[config.mk]
export PLATFORM = sky130hd
export DESIGN_NAME = exe_result_queue
export DESIGN_NICKNAME = d
export VERILOG_FILES = /design/src/rtl/exe_result_queue.sv
export SDC_FILE = /design/constraint.sdc
export NUM_CORES = 1
export LEC_CHECK = 0
export BUFFER_PORTS_ARGS = -buffer_cell sky130_fd_sc_hd__buf_2
export CAP_MARGIN = 20
export CORE_MARGIN = 10
export CORE_UTILIZATION = 46
export CTS_CLUSTER_DIAMETER = 150
export DETAILED_ROUTE_END_ITERATION = 8
export HOLD_SLACK_MARGIN = 0.15
export PLACE_DENSITY = 0.77
export SKIP_CTS_REPAIR_TIMING = 1
export SYNTH_ARGS = -nofsm -noshare
export SYNTH_HDL_FRONTEND = slang
export SYNTH_SLANG_ARGS = --single-unit
[constraint.sdc]
create_clock -name i_clk -period 6.1 [get_ports i_clk]
set_clock_uncertainty 0.05 [all_clocks]
set_input_delay 0.61 -clock i_clk [delete_from_list [all_inputs] [get_ports i_clk]]
set_output_delay 0.61 -clock i_clk [all_outputs]
set_load 0.01 [all_outputs]
[src/rtl/exe_result_queue.sv]
// exe_result_queue: small FIFO capturing {result, status} pairs from the
// execution unit, presented over valid/ready, with a saturating error-result
// counter and a sticky overflow flag for pairs dropped while full.
module exe_result_queue #(
    parameter int ARG_BYTES = 4,
    parameter int DEPTH     = 4
) (
    input  logic                     i_clk,
    input  logic                     i_rsn,
    input  logic                     i_valid,
    input  logic [ARG_BYTES-1:0]     i_result,
    input  logic [3:0]               i_status,
    output logic                     o_ready,
    output logic                     o_valid,
    output logic [ARG_BYTES-1:0]     o_result,
    output logic [3:0]               o_status,
    input  logic                     i_ready,
    output logic [$clog2(DEPTH):0]   o_level,
    output logic [7:0]               o_err_cnt,
    output logic                     o_overflow,
    input  logic                     i_err_clr
);

    localparam int PW = $clog2(DEPTH);
    localparam int LW = PW + 1;
    localparam int EW = ARG_BYTES + 4;
    localparam logic [LW-1:0] FULL_LVL = LW'(DEPTH);

    logic [EW-1:0] mem [DEPTH];
    logic [PW-1:0] wr_ptr;
    logic [PW-1:0] rd_ptr;
    logic [LW-1:0] level;
    logic          push;
    logic          pop;
    logic [EW-1:0] head;

    // Handshake qualification and head presentation, all derived from level.
    always_comb begin
        o_ready  = (level != FULL_LVL) && !i_rsn;
        o_valid  = (level != '0);
        push     = i_valid && o_ready;
        pop      = o_valid && i_ready;
        head     = mem[rd_ptr];
        o_result = head[EW-1:4];
        o_status = head[3:0];
        o_level  = level;
    end

    // Storage, pointers and occupancy; pointers wrap naturally at DEPTH.
    always_ff @(posedge i_clk or posedge i_rsn) begin
        if (i_rsn) begin
            mem    <= '{default: '0};
            wr_ptr <= '0;
            rd_ptr <= '0;
            level  <= '0;
        end else begin
            if (push) begin
                mem[wr_ptr] <= {i_result, i_status};
                wr_ptr      <= wr_ptr + 1'b1;
            end
            if (pop) begin
                rd_ptr <= rd_ptr + 1'b1;
            end
            case ({push, pop})
                2'b10:   level <= level + 1'b1;
                2'b01:   level <= level - 1'b1;
                default: level <= level;
            endcase
        end
    end

    // Error-result counter and sticky overflow; clear wins over any update.
    always_ff @(posedge i_clk or posedge i_rsn) begin
        if (i_rsn) begin
            o_err_cnt  <= '0;
            o_overflow <= 1'b0;
        end else if (i_err_clr) begin
            o_err_cnt  <= '0;
            o_overflow <= 1'b0;
        end else begin
            if (push && i_status[3] && (o_err_cnt != 8'hFF)) begin
                o_err_cnt <= o_err_cnt + 8'd1;
            end
            if (i_valid && !o_ready) begin
                o_overflow <= 1'b1;
            end
        end
    end

endmodule

* After elaboration in Yosys (flattened, before gate mapping)
Index checks and enable logic that the tools add are counted.
** Storage, ports and cells
- Bits in registers :: 48
- Output and inout bits :: 22
- Logic and storage cells :: 47
** Operators by class
- Add/subtract/negate cells :: 5
- Magnitude comparators :: 3
- Eq/ne operators :: 4
- Muxes and demuxes :: 11
- Bitwise operators :: 2
- Reductions and logical operators :: 13
** Operators by type and width (number)
- 8-bit 2-to-1 mux :: 5
- 32-bit bitwise mux :: 1
- 8-bit binary-select mux with 2-bit select :: 1
- 8-bit demux with 2-bit select :: 1
- 8-bit by 1-bit adder with 8-bit output, second input constant :: 1
- 8-bit inequality test, second input constant :: 1
- 1-bit logical AND :: 7
- 3-bit greater-or-equal comparator, second input constant :: 2
- 2-bit inverter with 3-bit output :: 2
- 3-bit one-hot mux with 2 select lines :: 1
- 2-bit nonzero test :: 3
- 2-bit by 1-bit adder with 2-bit output, second input constant :: 2
- 3-bit by 1-bit adder with 3-bit output, second input constant :: 1
- 3-bit by 1-bit < comparator with 1-bit output, second input constant :: 1
- 3-bit inequality test, second input constant :: 1
- 3-bit nonzero test :: 1
- 3-bit by 1-bit subtractor with 3-bit output, second input constant :: 1
- 2-bit by 1-bit equality test with 1-bit output, second input constant :: 1
- 2-bit equality test, second input constant :: 1
- 1-bit logical NOT :: 2
- 1-bit 2-to-1 mux :: 2

* Logic depth before layout (Yosys ltp)
- Depth in word-level cells :: 7
- Gate-level depth with buffers :: 9
- Mapped depth without buffers :: 9

* Worst setup path before layout
OpenSTA, ideal clock, no wires.
- Kind :: input-to-reg
- Start point :: input i_rsn
- End point :: register o_err_cnt[3]
- Library setup time :: 78 ps
- Arrival :: 2529 ps
- Setup slack :: 3443 ps
- Stages on the path :: 4
- Buffers on the path :: 0
- Cell sequence :: inv_1 -> nand4b_4 -> or4_1 -> a21oi_1
** Between the ends
- Word-level cells in the longest chain between the ends :: 6
** Ends and longest elaborated chain
- from (decl) :: line 9 : input logic i_rsn,
- 1-bit logical NOT (no line)
- 1-bit logical AND :: line 39 : o_ready = (level != FULL_LVL) && !i_rsn;
- 1-bit logical AND :: line 41 : push = i_valid && o_ready;
- 1-bit logical AND (2 in series) :: line 81 : if (push && i_status[3] && (o_err_cnt != 8'hFF)) begin
- 2-bit nonzero test (no line)
- to (signal assigned) :: line 82 : o_err_cnt <= o_err_cnt + 8'd1;
- to (decl) :: line 19 : output logic [7:0] o_err_cnt,
Every way passes these cells.
A chain may end at the register's enable or synchronous reset.

* Final worst setup path
- Start point :: register rd_ptr[0]
- End point :: output o_status[3]
** Between the ends
- Word-level cells in the longest chain between the ends :: 4
** Ends and longest elaborated chain
- from (decl) :: line 31 : logic [PW-1:0] rd_ptr;
- from (signal assigned) :: line 62 : rd_ptr <= rd_ptr + 1'b1;
- 2-bit inverter with 3-bit output (not written as such) :: line 43 : head = mem[rd_ptr];
- 8-bit binary-select mux with 2-bit select :: line 43
- 8-bit 2-to-1 mux (not written as such) (2 in series) :: line 43
- to (decl) :: line 16 : output logic [3:0] o_status,
Every way passes these cells. The select of a mux whose other input is x is not followed.

==> flow_summary.ini <==
[drt]
vias_per_cell = 5.40
first_pass_iters = 4
drc = 0
drt_wl_total_um = 4210
wl_per_cell_um = 15.5
final_antenna_net_count = 0
drtIter0Drc = 34
num_vias = 1463

[logic_synthesis]
synthXorXnorAreaFrac = 0.0229
syn_inst = 166
synthAdderAreaFrac = 0.0413
synth_seq_area_share = 0.522
synthMuxAreaShare = 0.239
synth_area_um2 = 2300
synth-seq-cells = 48
yosys_warnings = 0
syn-num-nets = 186
synth-simple-area-share = 0.0968
synth_area_leader_cell = dfrtp_1
synth_compound_area_frac = 0.0490
synth_top_family_by_area = multiplexers
synth_cell_type_count = 32
synth_area_per_cell_um2 = 13.9
synth.area.top_cells = dfrtp_1 52%, mux2_2 16%, mux4_2 7.8%
synth_top_area_frac = 0.522

[floorplanning]
rows = 25
die_h_um = 90.7
dieWidth_um = 90.7
initial_utilization = 0.481
ios = 35
fp.dieArea_um2 = 8230
core_um2 = 4790

[layout]
area_delta_synth_final_pct = 16.2
antenna_cells = 0
drive_gt1_frac = 0.456
final_nets = 223
fillers = 398
fin_util = 0.558

[power_and_ir_drop]
powerDensity_nw_per_um2 = 465
ir_worst_vdd_mv = 0.258
leakage_nw = 1.21

[sta]
hold_violations = 0
fin_crit_ns = 2.43
setup_viol = 0
rsz0062_at_grt = no
tightest_slew_ns = 0.629
drv_slew = 0
finalSetupTns_ns = 0
fin_crit_sh = 0.399
relSlewSlack = 0.579
clock.fmax_ghz = 0.411

[setup_path]
arrival_ns = 1.77
cp-start-kind = register
crit_path_end_kind = output pin
path_max_fanout = 10
cpMaxStageDelayCell = dfrtp_1
worstPathRequired_ns = 5.44
reg2reg_slack_ns = 3.90
worstSetupPathType = register to output pin
path_cells = mux4_2, buf_2
max_stage_delay_ns = 0.74

[global_route]
antenna_found_initial = 0
grt_start_max_net_pins = 50
grt_pass1_vias = 1537
overflow = 0
grt_pass1_wl_um = 7310
grt_use_total = 0.107

[placement]
dpl.hpwl_um = 2970
gp_congestion = 0.837
io_buffers = 34

[cts]
cts_tree = built
insertion_delay_ns = 0.30
numCtsBuffers = 5
htree_levels = 2
ctsRootBufferMaster = clkbuf_8
clkSinkCount = 48
cts.clk_slew.worst_paths_ns = 0.08
clockBufferDepth = 2

[run_status]
outcome = finished clean

[min_path]
hold_path_class = input port to asynchronous set/reset pin

[flow_run]
maxCapViolations = 0
## flip-flops by register name (all words and copies together) (netlist names)
| signal | count |
|---|---|
| o_level | 3 |
| wr_ptr | 2 |
| o_err_cnt | 8 |
| mem | 32 |
| rd_ptr | 2 |
| o_overflow | 1 |
## logic make-up (layout without fill, tap and decap cells)
group,count (synthesis),count (layout)
AO/OA/AOI/OAI,19,19
adder cells (fa/ha/maj),7,7
flip-flops,48,48
buffers and inverters,15,53
AND/OR/NAND/NOR,30,30
XOR/XNOR,6,6
multiplexers,41,41
## worst paths after layout
check / start / end / depth (start not counted)
max in group asynchronous: i_rsn / mem[20]$_DFFE_PP0P_ / 3
max reg2reg: o_level[0]$_DFFE_PP0P_ / o_level[2]$_DFFE_PP0P_ / 9
min reg2reg: mem[8]$_DFFE_PP0P_ / mem[8]$_DFFE_PP0P_ / 1
max: rd_ptr[0]$_DFFE_PP0P_ / o_status[3] / 2
min: i_rsn / o_overflow$_DFFE_PP0P_ / 2
min in group i_clk: mem[8]$_DFFE_PP0P_ / mem[8]$_DFFE_PP0P_ / 1
## cell type report
cell class | instances | area, µm² | share of cell area
tap | 67 | 83.8 | 0.0314
sequential | 48 | 1200 | 0.449
clock buffer | 7 | 96.3 | 0.0360
multi-input combinational | 103 | 1030 | 0.387
inverter | 10 | 37.5 | 0.0140
timing repair buffer | 35 | 190 | 0.0712
clock inverter | 1 | 30.0 | 0.0112
## routing by layer
layer	global-route usage	routed length (µm)
met5	0	0
met4	0.0398	62
met3	0.0349	241
met2	0.165	1810
met1	0.137	2090
## power breakdown
part,switching [mW],internal [mW],leakage (nW)
Sequential,0.0974,0.450,0.593
Clock,0.106,0.145,0.0645
Combinational,0.176,0.268,0.549
Total,0.379,0.863,1.21
## Yosys cell counts
cell type	number
a21oi_1	9
and2_1	1
and4_1	1
buf_1	2
buf_2	1
buf_6	1
clkbuf_1	1
dfrtp_1	48
fa_1	1
ha_1	6
inv_1	10
mux2_2	32
mux2i_1	1
mux4_2	8
nand2_1	4
nand2_2	4
nand3_1	3
nand4_2	1
nand4b_4	1
nor2_1	3
nor3b_2	1
nor3b_4	1
o21ai_0	4
o31ai_1	4
o41ai_1	2
or2_0	1
or3_1	1
or3_2	1
or3b_1	1
or4_1	6
xnor2_1	3
xor2_1	3
## cells in the final DEF (no fill, tap or decap), drive strengths merged
cell type | netlist | final
or2 | 1 | 1
nand4 | 1 | 1
nor2 | 3 | 3
ha | 6 | 6
bufinv | 0 | 1
inv | 10 | 10
nand2 | 8 | 8
a21oi | 9 | 9
mux4 | 8 | 8
dfrtp | 48 | 48
mux2i | 1 | 1
or3 | 2 | 2
o41ai | 2 | 2
nor3b | 2 | 2
xor2 | 3 | 3
and4 | 1 | 1
or3b | 1 | 1
fa | 1 | 1
o21ai | 4 | 4
clkbuf | 1 | 7
xnor2 | 3 | 3
mux2 | 32 | 32
and2 | 1 | 1
nand3 | 3 | 3
o31ai | 4 | 4
nand4b | 1 | 1
buf | 4 | 35
or4 | 6 | 6
## critical path, delay by kind of cell (launching register included)
family	cells	cell delay [ns]
muxes	1	0.58
DFF	1	0.74
buffers and inverters	1	0.15
## stage by stage
stage	hold WS (ns)	power [mW]	worst slack, ns	instance area, µm²	instances
2_1_floorplan	0.424	0.873	3.44	2300	166
3_3_place_gp	0.433	0.991	3.43	2530	262
3_5_place_dp	0.439	1.01	3.35	2530	262
4_1_cts	0.459	1.26	3.60	2650	270
5_1_grt	0.261	1.33	3.57	2670	271
6_report	0.244	1.24	3.67	2670	271
No activity file was read; power rests on OpenSTA's default activity.
